[config.mk]
export PLATFORM = sky130hd
export DESIGN_NAME = irq_sequencer
export DESIGN_NICKNAME = d
export VERILOG_FILES = /design/src/rtl/irq_sequencer_pkg.sv /design/src/rtl/irq_sequencer_ret_stack.sv /design/src/rtl/irq_sequencer.sv
export SDC_FILE = /design/constraint.sdc
export NUM_CORES = 1
export LEC_CHECK = 0
export ABC_AREA = 1
export CORE_ASPECT_RATIO = 1.2
export CORE_MARGIN = 2
export CORE_UTILIZATION = 32
export CTS_CLUSTER_DIAMETER = 40
export DETAILED_ROUTE_END_ITERATION = 7
export HOLD_SLACK_MARGIN = 0.15
export PLACE_DENSITY = 0.63
export SLEW_MARGIN = 10
export SYNTH_ARGS = -nofsm -noshare
export SYNTH_HDL_FRONTEND = slang
export SYNTH_SLANG_ARGS = --single-unit
[constraint.sdc]
create_clock -name clk -period 2.6 [get_ports clk]
set_clock_uncertainty 0.05 [all_clocks]
set_input_delay 0.78 -clock clk [delete_from_list [all_inputs] [get_ports clk]]
set_output_delay 0.78 -clock clk [all_outputs]
set_load 0.02 [all_outputs]
[src/rtl/irq_sequencer_pkg.sv]
// Shared types and helpers for the interrupt sequencer: FSM state encoding,
// the NPC select code for a return-from-interrupt, and RETI decode.
package irq_seq_pkg;

  typedef enum logic [1:0] {
    IDLE      = 2'd0,
    WAIT_SAFE = 2'd1,
    INJECT    = 2'd2
  } seqState_t;

  localparam logic [1:0] NPC_RETI = 2'b10;

  function automatic logic isReti(input logic branchInstr, input logic jumpInstr);
    return branchInstr & jumpInstr;
  endfunction

endpackage

[src/rtl/irq_sequencer_ret_stack.sv]
// Return-PC LIFO: DEPTH x AW entries, push/pop with full/empty/top and an
// occupancy count; async active-low reset clears pointer and contents.
module ret_stack #(
  parameter int unsigned AW    = 32,
  parameter int unsigned DEPTH = 4
) (
  input  logic                       clk,
  input  logic                       rst_n,
  input  logic                       push,
  input  logic                       pop,
  input  logic [AW-1:0]              pushData,
  output logic [AW-1:0]              top,
  output logic                       full,
  output logic                       empty,
  output logic [$clog2(DEPTH):0]     count
);

  localparam int unsigned PW = $clog2(DEPTH);

  logic [AW-1:0] mem [DEPTH];
  logic [PW:0]   cnt;
  logic [PW-1:0] topIdx;

  assign topIdx = PW'(cnt - 1'b1);
  assign empty  = (cnt == '0);
  assign full   = (cnt == (PW+1)'(DEPTH));
  assign top    = empty ? '0 : mem[topIdx];
  assign count  = cnt;

  always_ff @(posedge clk or negedge rst_n) begin
    if (!rst_n) begin
      cnt <= '0;
      for (int unsigned i = 0; i < DEPTH; i++) begin
        mem[i] <= '0;
      end
    end else if (push && !full) begin
      mem[cnt[PW-1:0]] <= pushData;
      cnt              <= cnt + 1'b1;
    end else if (pop && !empty) begin
      cnt <= cnt - 1'b1;
    end
  end

endmodule

[src/rtl/irq_sequencer.sv]
// Interrupt entry/exit sequencer around the branch unit, with a return-PC stack.
// Define IRQ_NEST_EN to allow nested entry up to DEPTH levels (default: single level).
module irq_sequencer
  import irq_seq_pkg::*;
#(
  parameter int unsigned AW    = 32,
  parameter int unsigned DEPTH = 4
) (
  input  logic                   clk,
  input  logic                   rst_n,
  input  logic                   IrqReq,
  input  logic [AW-1:0]          IrqVector,
  output logic                   IrqAck,
  input  logic                   StallPipe,
  input  logic                   BranchInstr,
  input  logic                   JumpInstr,
  input  logic [AW-1:0]          ResumePc,
  output logic                   IRQ,
  output logic [AW-1:0]          IsrAddr,
  output logic [AW-1:0]          RetPc,
  output logic                   RetValid,
  output logic                   InIsr,
  output logic [$clog2(DEPTH):0] NestLvl,
  output logic                   ErrUnder
);

  seqState_t     state, stateNext;
  logic          reti, ctrl, accept;
  logic          doInject, doPop, doErr;
  logic          stkFull, stkEmpty;
  logic [AW-1:0] stkTop;

  ret_stack #(.AW(AW), .DEPTH(DEPTH)) uStack (
    .clk      (clk),
    .rst_n    (rst_n),
    .push     (doInject),
    .pop      (doPop),
    .pushData (ResumePc),
    .top      (stkTop),
    .full     (stkFull),
    .empty    (stkEmpty),
    .count    (NestLvl)
  );

  assign InIsr = !stkEmpty;
  assign reti  = isReti(BranchInstr, JumpInstr);
  assign ctrl  = BranchInstr ^ JumpInstr;

`ifdef IRQ_NEST_EN
  assign accept = IrqReq && !stkFull;
`else
  assign accept = IrqReq && !stkFull && stkEmpty;
`endif

  // A RETI is honoured in every state so a return is never lost; it always
  // blocks injection in the same cycle, which yields the tail-chain ordering.
  always_comb begin
    stateNext = state;
    doInject  = 1'b0;
    doPop     = 1'b0;
    doErr     = 1'b0;
    if (!StallPipe) begin
      if (reti) begin
        doPop = !stkEmpty;
        doErr = stkEmpty;
      end
      unique case (state)
        IDLE: begin
          if (!reti && accept) begin
            if (ctrl) begin
              stateNext = WAIT_SAFE;
            end else begin
              doInject  = 1'b1;
              stateNext = INJECT;
            end
          end
        end
        WAIT_SAFE: begin
          if (!IrqReq) begin
            stateNext = IDLE;
          end else if (!reti && !ctrl) begin
            doInject  = 1'b1;
            stateNext = INJECT;
          end
        end
        INJECT:  stateNext = IDLE;
        default: stateNext = IDLE;
      endcase
    end
  end

  always_ff @(posedge clk or negedge rst_n) begin
    if (!rst_n) begin
      state    <= IDLE;
      IRQ      <= 1'b0;
      IrqAck   <= 1'b0;
      IsrAddr  <= '0;
      RetValid <= 1'b0;
      RetPc    <= '0;
      ErrUnder <= 1'b0;
    end else begin
      state    <= stateNext;
      IRQ      <= doInject;
      IrqAck   <= doInject;
      IsrAddr  <= doInject ? IrqVector : '0;
      RetValid <= doPop;
      RetPc    <= doPop ? stkTop : '0;
      ErrUnder <= doErr;
    end
  end

endmodule

== Yosys cells after proc, flatten, opt, wreduce, memory -nomap -nowiden ==
Index checks and enable logic that the tools add are counted.
W data, S select, Z words.

* Multiplexer cells: 26
* Bitwise logic cells: 5
* Add/subtract/negate cells: 2
* $lt $le $gt $ge: 3
* Reductions and logical operators: 15
* Equal/unequal tests: 4

{| class="wikitable"
|+ Operators by type and width
! cell !! count
|-
| $mux W32 || 6
|-
| $bwmux W128 || 1
|-
| $bmux W32 S2 || 1
|-
| $demux W32 S2 || 1
|-
| $mux W1 || 9
|-
| $mux W2 || 4
|-
| $logic_and A1 B1 Y1 || 7
|-
| $ge A3 B3 Y1 const B || 2
|-
| $mux W3 || 2
|-
| $not A2 Y3 || 2
|-
| $logic_not A1 Y1 || 4
|-
| $pmux W2 S2 || 1
|-
| $add A3 B1 Y3 const B || 1
|-
| $eq A3 B3 Y1 const B || 1
|-
| $logic_not A3 Y1 || 1
|-
| $lt A3 B1 Y1 const B || 1
|-
| $ne A3 B3 Y1 const B || 1
|-
| $reduce_and A3 Y1 || 1
|-
| $sub A3 B1 Y3 const B || 1
|-
| $eq A2 B1 Y1 const B || 1
|-
| $logic_not A2 Y1 || 1
|-
| $ne A2 B2 Y1 const B || 1
|-
| $pmux W1 S2 || 1
|-
| $reduce_bool A2 Y1 || 1
|-
| 3 further kinds || 3
|}

* Bits of input ports: 70
* Bits in registers: 200
* Output and inout bits: 72
* Word-level logic and storage cells: 66

== Depth between registers and ports, before layout ==
Gate-level depths: netlist (run 1).

* Depth after elaboration: 10
* Mapped depth: 14
* Gate-level depth less buffers: 11

== Cells and area by module ==
Synthesis (run 1) repeated with hierarchy kept, for this count alone.

* Cell total of the unflattened synthesis: 1064
* Area, all modules: 8924.8 µm²

{| class="wikitable"
|+ Modules (own cells, without submodules)
! module !! cells each !! seq. area each (µm²) !! area an instance (µm²) !! times used
|-
| ret_stack || 828 || 3278.1 || 6500.0 || 1
|-
| irq_sequencer || 236 || 1726.7 || 2424.8 || 1
|}

== Worst setup path before layout (run 1) ==
No wires, ideal clock.

* Path type: register to register
* Start: register uStack.cnt[0], in the netlist uStack.count[0]
* End: register uStack.mem[33] (netlist name)
* Setup time: 121 ps
* Stages on the path, launching flop included: 14
* Required time: 2429 ps
* Data arrival time: 2405 ps
* Period minus slack after synthesis: 2576 ps
* Slack: 24 ps
* Path buffers: 4
* Cell sequence: dfrtp_1 > inv_1 > clkbuf_1 > clkbuf_1 > ha_1 > nand2_4 > nor2_2 > nand2_1 > nand2_1 > nand3_2 > buf_6 > nor2_8 > buf_4 > o21ai_1

* Cells in the longest elaborated chain, start to end: 9
* Elaborated cells on any way between the ends: 17
* Classes of those cells: 2 x order compare; 1 x eq/ne; 6 x mux; 1 x bitwise; 7 x reduce/logical

{| class="wikitable"
|+ Ends and longest elaborated chain
! element !! RTL line !! RTL
|-
| start: declaration || irq_sequencer_ret_stack.sv:21 || <nowiki>logic [PW:0] cnt;</nowiki>
|-
| start signal: assignment || irq_sequencer_ret_stack.sv:38 || <nowiki>cnt <= cnt + 1'b1;</nowiki>
|-
| start signal: assignment || irq_sequencer_ret_stack.sv:40 || <nowiki>cnt <= cnt - 1'b1;</nowiki>
|-
| $eq A3 B3 Y1 || irq_sequencer_ret_stack.sv:26 || <nowiki>assign full = (cnt == (PW+1)'(DEPTH));</nowiki>
|-
| $logic_not A1 Y1 || irq_sequencer_ret_stack.sv:36, irq_sequencer.sv:52 ||
|-
| $logic_and A1 B1 Y1 (2 in series) || irq_sequencer.sv:52 || <nowiki>assign accept = IrqReq && !stkFull && stkEmpty;</nowiki>
|-
| $logic_and A1 B1 Y1 || irq_sequencer.sv:69 || <nowiki>if (!reti && accept) begin</nowiki>
|-
| $mux W1 || irq_sequencer.sv:69 ||
|-
| $pmux W1 S2 || irq_sequencer.sv:67 || <nowiki>unique case (state)</nowiki>
|-
| $mux W1 || irq_sequencer.sv:62 || <nowiki>if (!StallPipe) begin</nowiki>
|-
| $logic_and A1 B1 Y1 || irq_sequencer_ret_stack.sv:36 || <nowiki>end else if (push && !full) begin</nowiki>
|-
| end signal: indexed assignment || irq_sequencer_ret_stack.sv:37 || <nowiki>mem[cnt[PW-1:0]] <= pushData;</nowiki>
|-
| end: declaration || irq_sequencer_ret_stack.sv:20 || <nowiki>logic [AW-1:0] mem [DEPTH];</nowiki>
|}

Parallel ways exist; a longest one is shown, timed or not.
A chain may end at the register's enable or synchronous reset.

== Worst setup path in the final report (run 1) ==
* Start: register uStack.cnt[2], in the netlist uStack.count[2]
* End: output port NestLvl[2]

{| class="wikitable"
|+ RTL lines
! element !! RTL line !! RTL
|-
| end: declaration || irq_sequencer.sv:23 || <nowiki>output logic [$clog2(DEPTH):0] NestLvl,</nowiki>
|}

No word-level cell between the ends.

==> results of run 1 <==
## synthesized netlist by cell type
cell type	n
nand2_1	225
dfrtp_1	200
o21ai_0	165
inv_1	111
a21oi_1	66
clkbuf_1	36
nor2_1	34
o21ai_1	31
o22ai_1	15
buf_2	14
ha_1	7
buf_4	4
buf_6	4
nand3_1	2
nand4_1	2
nor2_4	2
xor2_1	2
buf_1	1
clkinv_1	1
inv_2	1
nand2_4	1
nand3_2	1
nor2_2	1
nor2_8	1
nor3_1	1
nor3_2	1
o221ai_1	1
## cells by family (layout without fill, tap and decap cells)
group	Yosys count	count (layout)	share of synthesized area, %
flops	200	200	60.2
simple gates	271	271	13.0
xor+xnor	2	2	0.211
compound gates	278	278	17.0
buf+inv	172	325	8.52
fa+ha+maj	7	7	1.05
## state kept, by name (all words and copies together), names as in the netlist
name          flops
state             2
uStack.count      3
IsrAddr          32
RetValid          1
RetPc            32
IRQ               1
ErrUnder          1
uStack.mem      128
## layout by cell type (no fill, tap or decap), types with 3 or more instances in the layout
cell type / n
ha_1: 7
buf_12: 15
a21oi_1: 66
inv_8: 4
buf_4: 24
inv_1: 110
nor2_1: 33
nor2_4: 3
nand2_1: 224
o21ai_0: 165
clkdlybuf4s50_1: 139
clkbuf_16: 17
o22ai_1: 15
inv_6: 4
dfrtp_1: 199
o21ai_1: 31
## per-stage QoR
step                      cell area [um^2]  power, mW  cells
after global routing                 11000       12.0   1413
after global placement               10300       8.40   1381
after detailed placement             10300       8.52   1381
final                                11000       11.2   1413
after CTS                            11000       11.3   1413
after floorplan                       8310       7.06    930
## final cells by class
type	instances	area share, %
clock buffers	17	3.88
well taps	330	3.77
clock inverters	15	1.68
inverters	113	3.87
repair buffers	180	17.3
multi-input cells	558	23.8
flip-flops and latches	200	45.7
## metal layers
layer  GRT usage, %  up-vias  share of wire [%]
met2           27.4      184                 51
met4           4.97        0                1.5
met5              0        -                  0
met3           3.62       18                5.5
met1           20.3     3175                 42
li1               -     3229                  -
## report_power, final
part           internal [mW]  total, mW  switching, mW
Combinational           1.42       3.84           2.42
Clock                   1.47       2.74           1.27
Sequential              4.18       4.59          0.405
## what timing repair did
item                       in CTS  in global routing
hold buffers                    0                  0
gates resized for setup         1                  2
hold endpoints to repair        0                  0
setup endpoints to repair       1                  1
## path summary, 6_finish.rpt
check | cells after the start | slack (ns) | end | startpoint
setup reg to reg | 6 | 0.38 | uStack.mem[30] | uStack.count[0]
hold / removal | 1 | 0.19 | RetPc[7] | rst_n
min in group clk | 2 | 0.44 | uStack.mem[26] | uStack.mem[26]
max in group asynchronous | 2 | 1.61 | uStack.mem[121] | rst_n
hold reg to reg | 2 | 0.44 | uStack.mem[26] | uStack.mem[26]
setup / recovery | 1 | 0.16 | NestLvl[2] | uStack.count[2]
==> impl_metrics.tcl, run 1 <==
set metrics [dict create \
    finalSetupTns_ns 0 \
    synth.top_cell.area_share_pct 60.2 \
    drt_iter0_markers 501 \
    synth_area_mm2 0.00831 \
    p_per_area_mw_per_mm2 1020 \
    overflow 0 \
    path_cells "clkdlybuf4s50_1" \
    antenna_cells 0 \
    yosysTopAreaCell "dfrtp_1" \
    die_w_um 151 \
    setup_ws_ns 0.158 \
    arrival_ns 1.61 \
    start_kind "register" \
    synth.area.top_cells "dfrtp_1 60%, nand2_1 10%, o21ai_0 9.9%" \
    path_clk_slew_ns 0.08 \
    synth_cell_types 27 \
    first_global_vias 6752 \
    postSynthRegisterBits 200 \
    final_nets 1147 \
    viasPerCell 4.68 \
    postRouteAntennaNets 0 \
    period_share_pct 93.9 \
    synth_seq_area_share_pct 60.2 \
    cts-root-buf "clkbuf_16" \
    register_area_mm2 0.00501 \
    grt_pass1_wl_mm 34.6 \
    die_height_um 181 \
    clk_latency_ns 0.43 \
    setup_viol 0 \
    maxCapViolations 0 \
    numCtsBuffers 17 \
    syn_area_per_cell_um2 8.94 \
    cp_slowest_stage_delay_ns 0.68 \
    cpLargestDelayFamily "buffers and inverters" \
    path_max_fanout 6 \
    p_leak_nw 5.33 \
    routed_wl_mm 20.9 \
    utilization_pct 42.9 \
    post-dp-hpwl_mm 13.9 \
    crit_type "reg2out" \
    syn_to_final_growth_pct 31.8 \
    required_ns 1.77 \
    synthCells 930 \
    yosys_warnings 0 \
    min_period_ns 2.44 \
    num_rows 64 \
    crit_buf_inv 1 \
    dp_slack_ns -0.271 \
    max_slew.worst_pin.slew_ns 0.676 \
    fillers 2427 \
    portBuffers 141 \
    die_area_mm2 0.0273 \
    cts.sinks 200 \
    post-cts-setup-buffers 0 \
    core_mm2 0.0255 \
    status "finished clean" \
    clock.fmax_mhz 409 \
    grt_setup_unrepaired "no" \
    synth_nets 1007 \
    initial_core_util_pct 32.5 \
    gp_congestion 0.770 \
    drc 0 \
    cp-end-kind "output pin" \
    grt_max_degree 79 \
    ios 142 \
    grt_antenna_before_repair 0 \
    vias 6606 \
    finalHoldViolations 0 \
    grt_usage_pct 16.1 \
    wl_per_cell_um 14.8 \
    dr.pass1.iters 4 \
    hold_ws_ns 0.189 \
    maxSlewViolCount 0 \
    vdd_drop_max_uv 376 \
    critPathSlowestCell "clkdlybuf4s50_1" \
    min_path_type "in2async" \
    cts_tree "yes" \
    multiInputGateArea_mm2 0.00261 \
    htree_levels 4 \
    max-clock-path-buffers 2 \
    drive_gt1_share_pct 7.85 \
    slew_headroom_pct 54.9 \
]
No activity file was read; power rests on OpenSTA's default activity.
==> run 2, diff against run 1 <==
--- a/config.mk
+++ b/config.mk
@@ -8,11 +8,11 @@
 export ABC_AREA = 1
 export CORE_ASPECT_RATIO = 1.2
 export CORE_MARGIN = 2
-export CORE_UTILIZATION = 32
+export CORE_UTILIZATION = 48
 export CTS_CLUSTER_DIAMETER = 40
 export DETAILED_ROUTE_END_ITERATION = 7
 export HOLD_SLACK_MARGIN = 0.15
-export PLACE_DENSITY = 0.63
+export PLACE_DENSITY = 0.87
 export SLEW_MARGIN = 10
 export SYNTH_ARGS = -nofsm -noshare
 export SYNTH_HDL_FRONTEND = slang
==> impl_metrics.tcl, run 2 (synthesis gave the netlist of run 1 again) <==
set metrics [dict create \
    period_share_pct 95.1 \
    wl_per_cell_um 16.4 \
    finalHoldViolations 0 \
    cts-root-buf "clkbuf_16" \
    cts_tree "yes" \
    viasPerCell 5.33 \
    post-dp-hpwl_mm 13.7 \
    antenna_cells 0 \
    ios 142 \
    final_common_cell "nand2_1" \
    num_rows 52 \
    p_per_area_mw_per_mm2 1040 \
    core_mm2 0.0169 \
    drc 0 \
    postCtsHoldBufs 0 \
    cp-end-kind "output pin" \
    required_ns 1.77 \
    post-cts-setup-buffers 0 \
    grt_setup_unrepaired "no" \
    first_global_vias 6802 \
    clock.fmax_mhz 405 \
    setup_viol 0 \
    critPathSlowestCell "dfrtp_1" \
    arrival_ns 1.64 \
    grt_antenna_before_repair 0 \
    drt_iter0_markers 710 \
    cp_slowest_stage_delay_ns 0.42 \
    crit_type "reg2out" \
    dr.pass1.iters 5 \
    numCtsBuffers 17 \
    place_area_mm2 0.0102 \
    vdd_drop_max_uv 577 \
    crit_buf_inv 2 \
    reg_top3 "uStack.mem: 128 flops, IsrAddr: 32 flops, RetPc: 32 flops" \
    path_max_fanout 4 \
    min_period_ns 2.47 \
    gp_congestion 0.793 \
    multiInputGateArea_mm2 0.00262 \
    htree_levels 4 \
    final_cell_mix "223 x nand2_1, 199 x dfrtp_1, 165 x o21ai_0" \
    clk_latency_ns 0.43 \
    die_height_um 148 \
    status "finished clean" \
    grt_usage_pct 23.6 \
    fillers 1305 \
    largest_register_ffs 128 \
    vias 6945 \
    die_w_um 124 \
    max_slew.worst_pin.slew_ns 0.696 \
    postRouteAntennaNets 0 \
    register_area_mm2 0.00501 \
    maxSlewViolCount 0 \
    drive_gt1_share_pct 8.19 \
    syn_to_final_growth_pct 30.3 \
    slew_headroom_pct 53.6 \
    portBuffers 141 \
    final_nets 1151 \
    overflow 0 \
    path_cells "inv_1 > ha_1 > nand2_4 > dlygate4sd2_1" \
    fin_area_mm2 0.0108 \
    routed_wl_mm 21.4 \
    max-clock-path-buffers 2 \
    path_clk_slew_ns 0.07 \
    largest_register "uStack.mem" \
    start_kind "register" \
    die_area_mm2 0.0184 \
    initial_core_util_pct 49.1 \
    min_path_type "in2async" \
    cts.sinks 200 \
    maxCapViolations 0 \
    grt_max_degree 68 \
    p_leak_nw 5.33 \
    grt_pass1_wl_mm 33.8 \
    cpLargestDelayFamily "buffers and inverters" \
    hold_ws_ns 0.270 \
]
==> run 2: what timing repair did <==
action	in CTS	in global routing
hold endpoints to repair	0	0
pin swaps	0	0
setup endpoints to repair	1	1
cloned	0	1
resized for setup	1	3
==> run 2: worst paths after layout <==
check	startpoint	to	slack [ns]	depth (start not counted)
setup / recovery	uStack.count[1]	InIsr	0.13	4
hold / removal	rst_n	IsrAddr[16]	0.27	1
setup reg to reg	uStack.count[1]	uStack.mem[48]	0.31	13
hold reg to reg	uStack.mem[120]	uStack.mem[120]	0.44	2
max in group asynchronous	rst_n	IsrAddr[27]	1.60	2
min in group clk	uStack.mem[120]	uStack.mem[120]	0.44	2
==> run 2: layer usage <==
layer	routed length, um	part of all wire, %	GRT usage [%]	up-vias
met4	427	2.0	8.09	0
met5	0	0	0	-
li1	-	-	-	3245
met3	1430	6.7	4.10	40
met1	8330	39	29.3	3325
met2	11200	52	41.2	335
==> run 2: per-stage QoR <==
stage / utilization (%) / TNS (ns) / setup WS, ns / std cells / power [mW]
2_1_floorplan: - / 0 / 0.0243 / 930 / 7.06
3_3_place_gp: 60.3 / -21.07 / -0.198 / 1270 / 8.32
3_5_place_dp: 60.3 / -28.40 / -0.266 / 1270 / 8.53
4_1_cts: 63.8 / 0 / 0.107 / 1302 / 11.2
5_1_grt: 64.0 / 0 / 0.0288 / 1303 / 11.9
6_report: 64.0 / 0 / 0.128 / 1303 / 11.3
==> run 2: final cells by class <==
cell class	count	share of cell area (%)
clock buffers	17	3.93
clock inverters	15	1.52
inverters	113	3.92
multi-input cells	558	24.2
flip-flops and latches	200	46.2
well taps	216	2.50
repair buffers	184	17.7
==> run 2: power breakdown <==
part           switching (mW)  internal, mW  total [mW]
combinational            2.55          1.44        3.98
clock                    1.21          1.44        2.65
sequential              0.431          4.19        4.62
